## config.mk

```make
export PLATFORM = sky130hd
export DESIGN_NAME = muldiv_arbiter_flat
export DESIGN_NICKNAME = d
export VERILOG_FILES = /design/src/rtl/muldiv_arbiter_if.sv /design/src/rtl/muldiv_arbiter.sv /design/src/flat_wrapper.sv
export SDC_FILE = /design/constraint.sdc
export NUM_CORES = 1
export LEC_CHECK = 0
export BUFFER_PORTS_ARGS = -buffer_cell sky130_fd_sc_hd__buf_2
export CAP_MARGIN = 20
export CORE_UTILIZATION = 25
export CTS_BUF_LIST = sky130_fd_sc_hd__clkbuf_2 sky130_fd_sc_hd__clkbuf_4 sky130_fd_sc_hd__clkbuf_8
export DETAILED_ROUTE_END_ITERATION = 10
export PLACE_DENSITY = 0.48
export SLEW_MARGIN = 0
export SYNTH_ARGS = -nofsm -noshare
export SYNTH_HDL_FRONTEND = slang
export SYNTH_SLANG_ARGS = --single-unit
```

## constraint.sdc

```tcl
create_clock -name clk -period 1.7 [get_ports clk]
set_input_delay 0.255 -clock clk [delete_from_list [all_inputs] [get_ports clk]]
set_output_delay 0.255 -clock clk [all_outputs]
set_load 0.05 [all_outputs]
```

## src/rtl/muldiv_arbiter_if.sv

```systemverilog
// -----------------------------------------------------------------------------
// muldiv_arbiter_if
// Bundles every handshake and bus signal of the mul/div arbiter: the two
// request channels, the response channel and the launch/complete interface
// towards the shared iterative multiply/divide unit.
//
// Modports:
//   slave  - the arbiter side (accepts requests, drives responses and the
//            unit launch bus, receives unit completion)
//   master - the environment side (requesters, response consumer and the
//            mul/div unit)
//
// Signals:
//   req0_valid/req1_valid    request pending
//   req0_ready/req1_ready    request accepted this cycle
//   req0_opcode/req1_opcode  5-bit ALU opcode
//   req0_op1/op2, req1_op1/op2  32-bit operands
//   rsp_valid/rsp_ready      response handshake
//   rsp_id                   owning requester
//   rsp_data                 32-bit result
//   rsp_error                illegal opcode or timeout
//   unit_start               one-cycle launch pulse
//   unit_opcode/op1/op2      latched operation towards the unit
//   unit_complete            unit done flag (level)
//   unit_result              unit result, valid while unit_complete is high
// -----------------------------------------------------------------------------
interface muldiv_arbiter_if;
    logic        req0_valid;
    logic        req0_ready;
    logic [4:0]  req0_opcode;
    logic [31:0] req0_op1;
    logic [31:0] req0_op2;
    logic        req1_valid;
    logic        req1_ready;
    logic [4:0]  req1_opcode;
    logic [31:0] req1_op1;
    logic [31:0] req1_op2;
    logic        rsp_valid;
    logic        rsp_ready;
    logic        rsp_id;
    logic [31:0] rsp_data;
    logic        rsp_error;
    logic        unit_start;
    logic [4:0]  unit_opcode;
    logic [31:0] unit_op1;
    logic [31:0] unit_op2;
    logic        unit_complete;
    logic [31:0] unit_result;

    modport slave (
        input  req0_valid, req0_opcode, req0_op1, req0_op2,
        input  req1_valid, req1_opcode, req1_op1, req1_op2,
        input  rsp_ready, unit_complete, unit_result,
        output req0_ready, req1_ready,
        output rsp_valid, rsp_id, rsp_data, rsp_error,
        output unit_start, unit_opcode, unit_op1, unit_op2
    );

    modport master (
        output req0_valid, req0_opcode, req0_op1, req0_op2,
        output req1_valid, req1_opcode, req1_op1, req1_op2,
        output rsp_ready, unit_complete, unit_result,
        input  req0_ready, req1_ready,
        input  rsp_valid, rsp_id, rsp_data, rsp_error,
        input  unit_start, unit_opcode, unit_op1, unit_op2
    );
endinterface

```

## src/rtl/muldiv_arbiter.sv

```systemverilog
// -----------------------------------------------------------------------------
// muldiv_arbiter
// Two-port round-robin arbiter and sequencer for the shared iterative
// multiply/divide unit. One operation is in flight at a time: grant, launch,
// wait for the unit's completion flag, then hold the response until the
// consumer takes it. Opcodes outside the mul/div range are answered with an
// error response without launching the unit.
//
// Ports:
//   clk    system clock, all state on the rising edge
//   rst_n  synchronous active-low reset
//   bus    muldiv_arbiter_if.slave (requests, response, unit bus)
//
// Parameters:
//   TIMEOUT_CYCLES  WAIT cycles before abort (timeout build only)
//   GUARD_CYCLES    WAIT cycles during which unit_complete is ignored (1..7)
//
// Optional feature: define MULDIV_ARB_TIMEOUT_EN to abort a WAIT that lasts
// TIMEOUT_CYCLES cycles with an error response.
// -----------------------------------------------------------------------------
module muldiv_arbiter #(
    parameter int TIMEOUT_CYCLES = 64,
    parameter int GUARD_CYCLES   = 2
) (
    input  logic                    clk,
    input  logic                    rst_n,
    muldiv_arbiter_if.slave         bus
);

`ifdef MULDIV_ARB_TIMEOUT_EN
    localparam int CNT_W = ($clog2(TIMEOUT_CYCLES + 1) > 3) ? $clog2(TIMEOUT_CYCLES + 1) : 3;
    localparam logic [CNT_W-1:0] TIMEOUT_LAST = CNT_W'(TIMEOUT_CYCLES - 1);
`else
    localparam int CNT_W = 3;
`endif
    localparam logic [CNT_W-1:0] GUARD_CNT = CNT_W'(GUARD_CYCLES);

    typedef enum logic [1:0] {
        IDLE,
        LAUNCH,
        WAIT,
        RESP
    } state_t;

    state_t           state;
    state_t           state_next;
    logic             last_grant;
    logic [CNT_W-1:0] wait_cnt;

    logic             grant_valid;
    logic             grant_id;
    logic [4:0]       sel_opcode;
    logic [31:0]      sel_op1;
    logic [31:0]      sel_op2;
    logic             sel_legal;
    logic             qualified;
    logic             capture;
    logic             timeout_hit;

    // Mul family 2..5 and div family 6..9 form one contiguous legal range.
    function automatic logic is_legal(input logic [4:0] opc);
        return (opc >= 5'd2) && (opc <= 5'd9);
    endfunction

    // Request selection: a lone requester always wins, a tie goes to the
    // requester that did not win last time.
    always_comb begin
        grant_id = 1'b0;
        if (bus.req0_valid && bus.req1_valid) begin
            grant_id = ~last_grant;
        end else if (bus.req1_valid) begin
            grant_id = 1'b1;
        end
        sel_opcode = grant_id ? bus.req1_opcode : bus.req0_opcode;
        sel_op1    = grant_id ? bus.req1_op1    : bus.req0_op1;
        sel_op2    = grant_id ? bus.req1_op2    : bus.req0_op2;
        sel_legal  = is_legal(sel_opcode);
    end

    // Completion is only trusted once the guard window has passed, which
    // filters a done flag left over from the previous operation.
    assign qualified = bus.unit_complete && (wait_cnt >= GUARD_CNT);

    // Next-state and handshake outputs. Ready is masked during reset so a
    // request is never reported accepted on an edge that discards it.
    always_comb begin
        state_next     = state;
        grant_valid    = 1'b0;
        capture        = 1'b0;
        timeout_hit    = 1'b0;
        bus.req0_ready = 1'b0;
        bus.req1_ready = 1'b0;
        bus.unit_start = 1'b0;
        bus.rsp_valid  = 1'b0;
        case (state)
            IDLE: begin
                if (bus.req0_valid || bus.req1_valid) begin
                    grant_valid    = 1'b1;
                    bus.req0_ready = rst_n && !grant_id;
                    bus.req1_ready = rst_n && grant_id;
                    state_next     = sel_legal ? LAUNCH : RESP;
                end
            end
            LAUNCH: begin
                bus.unit_start = 1'b1;
                state_next     = WAIT;
            end
            WAIT: begin
                if (qualified) begin
                    capture    = 1'b1;
                    state_next = RESP;
                end
`ifdef MULDIV_ARB_TIMEOUT_EN
                else if (wait_cnt == TIMEOUT_LAST) begin
                    timeout_hit = 1'b1;
                    state_next  = RESP;
                end
`endif
            end
            RESP: begin
                bus.rsp_valid = 1'b1;
                if (bus.rsp_ready) begin
                    state_next = IDLE;
                end
            end
            default: state_next = IDLE;
        endcase
    end

    // State, arbitration history, latched operation, wait counter and the
    // response registers. An illegal grant loads the error response directly
    // so it is ready the cycle after the grant.
    always_ff @(posedge clk) begin
        if (!rst_n) begin
            state           <= IDLE;
            last_grant      <= 1'b1;
            wait_cnt        <= '0;
            bus.unit_opcode <= '0;
            bus.unit_op1    <= '0;
            bus.unit_op2    <= '0;
            bus.rsp_id      <= 1'b0;
            bus.rsp_data    <= '0;
            bus.rsp_error   <= 1'b0;
        end else begin
            state <= state_next;

            if (grant_valid) begin
                last_grant      <= grant_id;
                bus.unit_opcode <= sel_opcode;
                bus.unit_op1    <= sel_op1;
                bus.unit_op2    <= sel_op2;
                bus.rsp_id      <= grant_id;
                if (!sel_legal) begin
                    bus.rsp_data  <= '0;
                    bus.rsp_error <= 1'b1;
                end
            end

            if (state == LAUNCH) begin
                wait_cnt <= '0;
            end else if (state == WAIT) begin
`ifdef MULDIV_ARB_TIMEOUT_EN
                wait_cnt <= wait_cnt + 1'b1;
`else
                if (wait_cnt < GUARD_CNT) begin
                    wait_cnt <= wait_cnt + 1'b1;
                end
`endif
            end

            if (capture) begin
                bus.rsp_data  <= bus.unit_result;
                bus.rsp_error <= 1'b0;
            end
            if (timeout_hit) begin
                bus.rsp_data  <= '0;
                bus.rsp_error <= 1'b1;
            end
        end
    end

endmodule

```

## src/flat_wrapper.sv

```systemverilog
// flat-port wrapper written by rule: the top's interface ports become plain ports
module muldiv_arbiter_flat 
#(
    parameter int TIMEOUT_CYCLES = 64,
    parameter int GUARD_CYCLES   = 2
)
  (clk, rst_n, bus_req0_valid, bus_req0_opcode, bus_req0_op1, bus_req0_op2, bus_req1_valid, bus_req1_opcode, bus_req1_op1, bus_req1_op2, bus_rsp_ready, bus_unit_complete, bus_unit_result, bus_req0_ready, bus_req1_ready, bus_rsp_valid, bus_rsp_id, bus_rsp_data, bus_rsp_error, bus_unit_start, bus_unit_opcode, bus_unit_op1, bus_unit_op2);
  muldiv_arbiter_if bus_i ();
  input  logic clk;
  input  logic rst_n;
  input wire logic [$bits(bus_i.req0_valid)-1:0] bus_req0_valid;
  input wire logic [$bits(bus_i.req0_opcode)-1:0] bus_req0_opcode;
  input wire logic [$bits(bus_i.req0_op1)-1:0] bus_req0_op1;
  input wire logic [$bits(bus_i.req0_op2)-1:0] bus_req0_op2;
  input wire logic [$bits(bus_i.req1_valid)-1:0] bus_req1_valid;
  input wire logic [$bits(bus_i.req1_opcode)-1:0] bus_req1_opcode;
  input wire logic [$bits(bus_i.req1_op1)-1:0] bus_req1_op1;
  input wire logic [$bits(bus_i.req1_op2)-1:0] bus_req1_op2;
  input wire logic [$bits(bus_i.rsp_ready)-1:0] bus_rsp_ready;
  input wire logic [$bits(bus_i.unit_complete)-1:0] bus_unit_complete;
  input wire logic [$bits(bus_i.unit_result)-1:0] bus_unit_result;
  output wire logic [$bits(bus_i.req0_ready)-1:0] bus_req0_ready;
  output wire logic [$bits(bus_i.req1_ready)-1:0] bus_req1_ready;
  output wire logic [$bits(bus_i.rsp_valid)-1:0] bus_rsp_valid;
  output wire logic [$bits(bus_i.rsp_id)-1:0] bus_rsp_id;
  output wire logic [$bits(bus_i.rsp_data)-1:0] bus_rsp_data;
  output wire logic [$bits(bus_i.rsp_error)-1:0] bus_rsp_error;
  output wire logic [$bits(bus_i.unit_start)-1:0] bus_unit_start;
  output wire logic [$bits(bus_i.unit_opcode)-1:0] bus_unit_opcode;
  output wire logic [$bits(bus_i.unit_op1)-1:0] bus_unit_op1;
  output wire logic [$bits(bus_i.unit_op2)-1:0] bus_unit_op2;
  assign bus_i.req0_valid = bus_req0_valid;
  assign bus_i.req0_opcode = bus_req0_opcode;
  assign bus_i.req0_op1 = bus_req0_op1;
  assign bus_i.req0_op2 = bus_req0_op2;
  assign bus_i.req1_valid = bus_req1_valid;
  assign bus_i.req1_opcode = bus_req1_opcode;
  assign bus_i.req1_op1 = bus_req1_op1;
  assign bus_i.req1_op2 = bus_req1_op2;
  assign bus_i.rsp_ready = bus_rsp_ready;
  assign bus_i.unit_complete = bus_unit_complete;
  assign bus_i.unit_result = bus_unit_result;
  assign bus_req0_ready = bus_i.req0_ready;
  assign bus_req1_ready = bus_i.req1_ready;
  assign bus_rsp_valid = bus_i.rsp_valid;
  assign bus_rsp_id = bus_i.rsp_id;
  assign bus_rsp_data = bus_i.rsp_data;
  assign bus_rsp_error = bus_i.rsp_error;
  assign bus_unit_start = bus_i.unit_start;
  assign bus_unit_opcode = bus_i.unit_opcode;
  assign bus_unit_op1 = bus_i.unit_op1;
  assign bus_unit_op2 = bus_i.unit_op2;
  muldiv_arbiter #(.TIMEOUT_CYCLES(TIMEOUT_CYCLES), .GUARD_CYCLES(GUARD_CYCLES)) u_core (.clk(clk), .rst_n(rst_n), .bus(bus_i));
endmodule
```

==> reports/metrics.cfg <==
[grt]
grt_overflow = 0
grt_pass1_vias = 4786
grt_usage_pct = 15.2
grt_pass1_wl_mm = 25.7
antenna_found_initial = 0
grt_max_degree = 93

[critical_path]
r2r_end = u_core.state[1]
worstRegToRegCells = 7
crit_arrival_ps = 1430
crit_path_end = bus_req1_ready
worstPathCellList = inv_2 -> ha_4 -> buf_4 -> and3_4 -> buf_8
critPathMaxFanout = 3
reg2reg_slack_ps = 60
r2r_start = u_core.state[1]
cp-startpoint = u_core.state[1]
max_stage_delay_ps = 360
cp-end-kind = primary output
setup.worst_path.start_class = register
critPathKind = reg -> out
slowest_stage = dfxtp_2
worst-endpoint-required_ps = 1440

[cells_and_area]
nFillCells = 2119
multi_input_area_um2 = 2830
syn_to_final_growth_pct = 45.4
fin_util_pct = 37.1
n_antenna_cell = 0
seq_area_um2 = 2190
drive_above_1_share_pct = 43.5
final_nets = 1004

[placement]
io_buffers = 282
hpwl_mm = 11.6
gp_congestion = 0.764

[yosys]
synth-simple-area-share_pct = 17.1
seq_area_frac_synth_pct = 42.2
synth_compound_area_share_pct = 20.7
yosysMostFrequentCell = dfxtp_1
synth-adder-area-share_pct = 1.21
yosysWarnings = 0
yosys-top-cells-area = dfxtp_1, o211a_1, mux2i_1
netlist_area_um2 = 5170
synth_common_cells = dfxtp_1, nand3_1, nand2_1, o211a_1, mux2i_1
synth_top_family_by_area = compound AO/OA/AOI/OAI gates
synth_ff_type = dfxtp_1
yosys-mux-area-fraction_pct = 13.4
synth_cell_types = 31
synth-xor-area-share_pct = 0.169
syn_nets = 733
yosysTopAreaCellShare_pct = 42.2
syn_inst = 552
syn_area_per_cell_um2 = 9.36
yosysTopAreaCell = dfxtp_1
ys_ff_latch = 109
synth_edf_count = 0
synth-async-reset-ratio_pct = 0

[floorplan]
ios = 283
fp.dieW_um = 146
die_h_um = 146
die_area_um2 = 21200
core_um2 = 20200
initial_core_util_pct = 25.5
fp-row-count = 52

[detailed_routing]
vias = 5205
wl_mm = 16.9
drcViolationCount = 0
wl_met2_mm = 8.21
top_layer_used = met4
wl_met3_mm = 1.28
via_per_inst = 4.74
post_drt_wl_per_cell_um = 15.4
dr.pass1.iters = 4
final_antenna_net_count = 0
drtIter0Drc = 270
m1WireLength_mm = 7.14

[sta]
setup_viol = 0
rsz0062_at_grt = true
hold_viol = 0
min_period_ps = 1680
report.final.slew_viol_count = 0
skew_ps = 21.3
slew_headroom_pct = 68.7
worstMarginPinSlew_ps = 470
post-route-period-util_pct = 99.0
max_freq_ghz = 0.594

[worst_hold_path]
worstHoldPathType = in -> reg

[run]
maxCapViolCount = 0

[pwr]
p_sw_share_pct = 48.1
p_comb_share_pct = 52.3
p_per_area_nw_per_um2 = 1460
switching_power_mw = 5.30
power.share.clock_pct = 16.0
p_leak_nw = 3.98
p_seq_share_pct = 31.7
irDropWorstVdd_uv = 669
total_power_mw = 11.0
internal-power_mw = 5.71

[clock_tree]
cts_root_buf = clkbuf_8
clk_pin_slew_worst_paths_ps = 120
cts-buffers-inserted = 9
cts_tree = built
clockBufferDepth = 2
cts.sink_count = 109
h-tree-depth = 3
clkLatencyLatePin_ps = 390
cts_hold_buf = 0

[outcome]
status = complete, no violations

## through the flow
step           area (um^2)  std cells  setup TNS, ps  setup WS, ps  hold WS (ps)
2_1_floorplan         5200        552              0          23.7           395
3_3_place_gp          6980       1065              0          97.4           464
3_5_place_dp          6980       1065              0          72.9           478
4_1_cts               7340       1092          -23.4         -12.2          58.8
5_1_grt               7510       1098           -181         -57.6          76.4
6_report              7510       1098              0          17.4          89.4
## layout by cell type, fill, tap and decap left out, types with 3 or more instances in the layout
cell / n
o221ai_1: 26
clkbuf_8: 9
ha_1: 3
nor2_1: 6
nor3_1: 4
buf_4: 20
dfxtp_2: 3
inv_2: 3
dfxtp_1: 106
buf_12: 11
nor2_4: 4
buf_2: 279
mux2i_1: 69
o21ai_0: 5
o221ai_2: 6
o211a_1: 70
inv_6: 3
nand2_1: 70
clkbuf_16: 3
nand3_1: 96
## critical path, delay by kind of cell, from the launching register on
kind                       cells  cell delay, ps
and+or+nand+nor                1             190
DFF                            1             360
adders and majority gates      1             160
buffers and inverters          3             330
## kinds of logic (layout without fill, tap and decap cells)
logic type      after synthesis  after routing
xor+xnor                      1              1
simple gates                189            189
buf+inv                      63            339
compound gates              116            116
fa+ha+maj                     5              5
mux                          69             69
flops                       109            109
## power by group through the flow
stage                     clock network (mW)  logic, mW  registers (mW)
final                                   1.76       5.76            3.49
after CTS                               1.85       5.75            3.50
after global routing                    1.94       6.14            3.58
after global placement                     0       5.53            3.56
after floorplan                            0       2.09            5.52
after detailed placement                   0       5.51            3.56
## how the worst min path moves through the flow
stage / startpoint / to / slack [ps] / cells after the start
floorplan: bus_unit_result[0] / u_core.bus.rsp_data[0] / 390 / 2
global placement: u_core.bus.rsp_id / u_core.bus.rsp_id / 460 / 1
detailed placement: u_core.wait_cnt[2] / u_core.wait_cnt[2] / 480 / 2
CTS: bus_unit_result[26] / u_core.bus.rsp_data[26] / 60 / 3
global route: bus_unit_result[20] / u_core.bus.rsp_data[20] / 80 / 3
finish: bus_unit_result[8] / u_core.bus.rsp_data[8] / 90 / 3
## area by class of cell
type / count / area share, %
clock buffer: 9 / 1.65
clock inverter: 7 / 1.23
inverter: 5 / 0.250
multi-input combinational: 380 / 37.6
sequential: 109 / 29.1
tap: 270 / 4.50
timing repair buffer: 318 / 25.6
## per-layer routing
layer  global-route usage [%]  vias to the layer above
met4                     4.89                        0
met2                     25.1                      212
met3                     4.17                       14
met5                        0                        -
li1                         -                     2594
met1                     19.2                     2385
## state kept, by name, summed over array words and instances (netlist names)
register / cells
u_core.bus.rsp_data: 32
u_core.bus.unit_op1: 32
u_core.bus.unit_op2: 32
u_core.bus.unit_opcode: 5
u_core.wait_cnt: 3
u_core.state: 2
u_core.bus.rsp_error: 1
u_core.bus.rsp_id: 1
u_core.last_grant: 1
## what timing repair did
| item | in CTS | in global routing |
|---|---|---|
| endpoints found under the setup margin | 2 | 39 |
| gates cloned | 1 | 4 |
| pin swaps | 6 | 4 |
| buffers inserted | 10 | 2 |
| resized for setup | 13 | 12 |
Note: power is estimated with default switching activity, not from simulation.
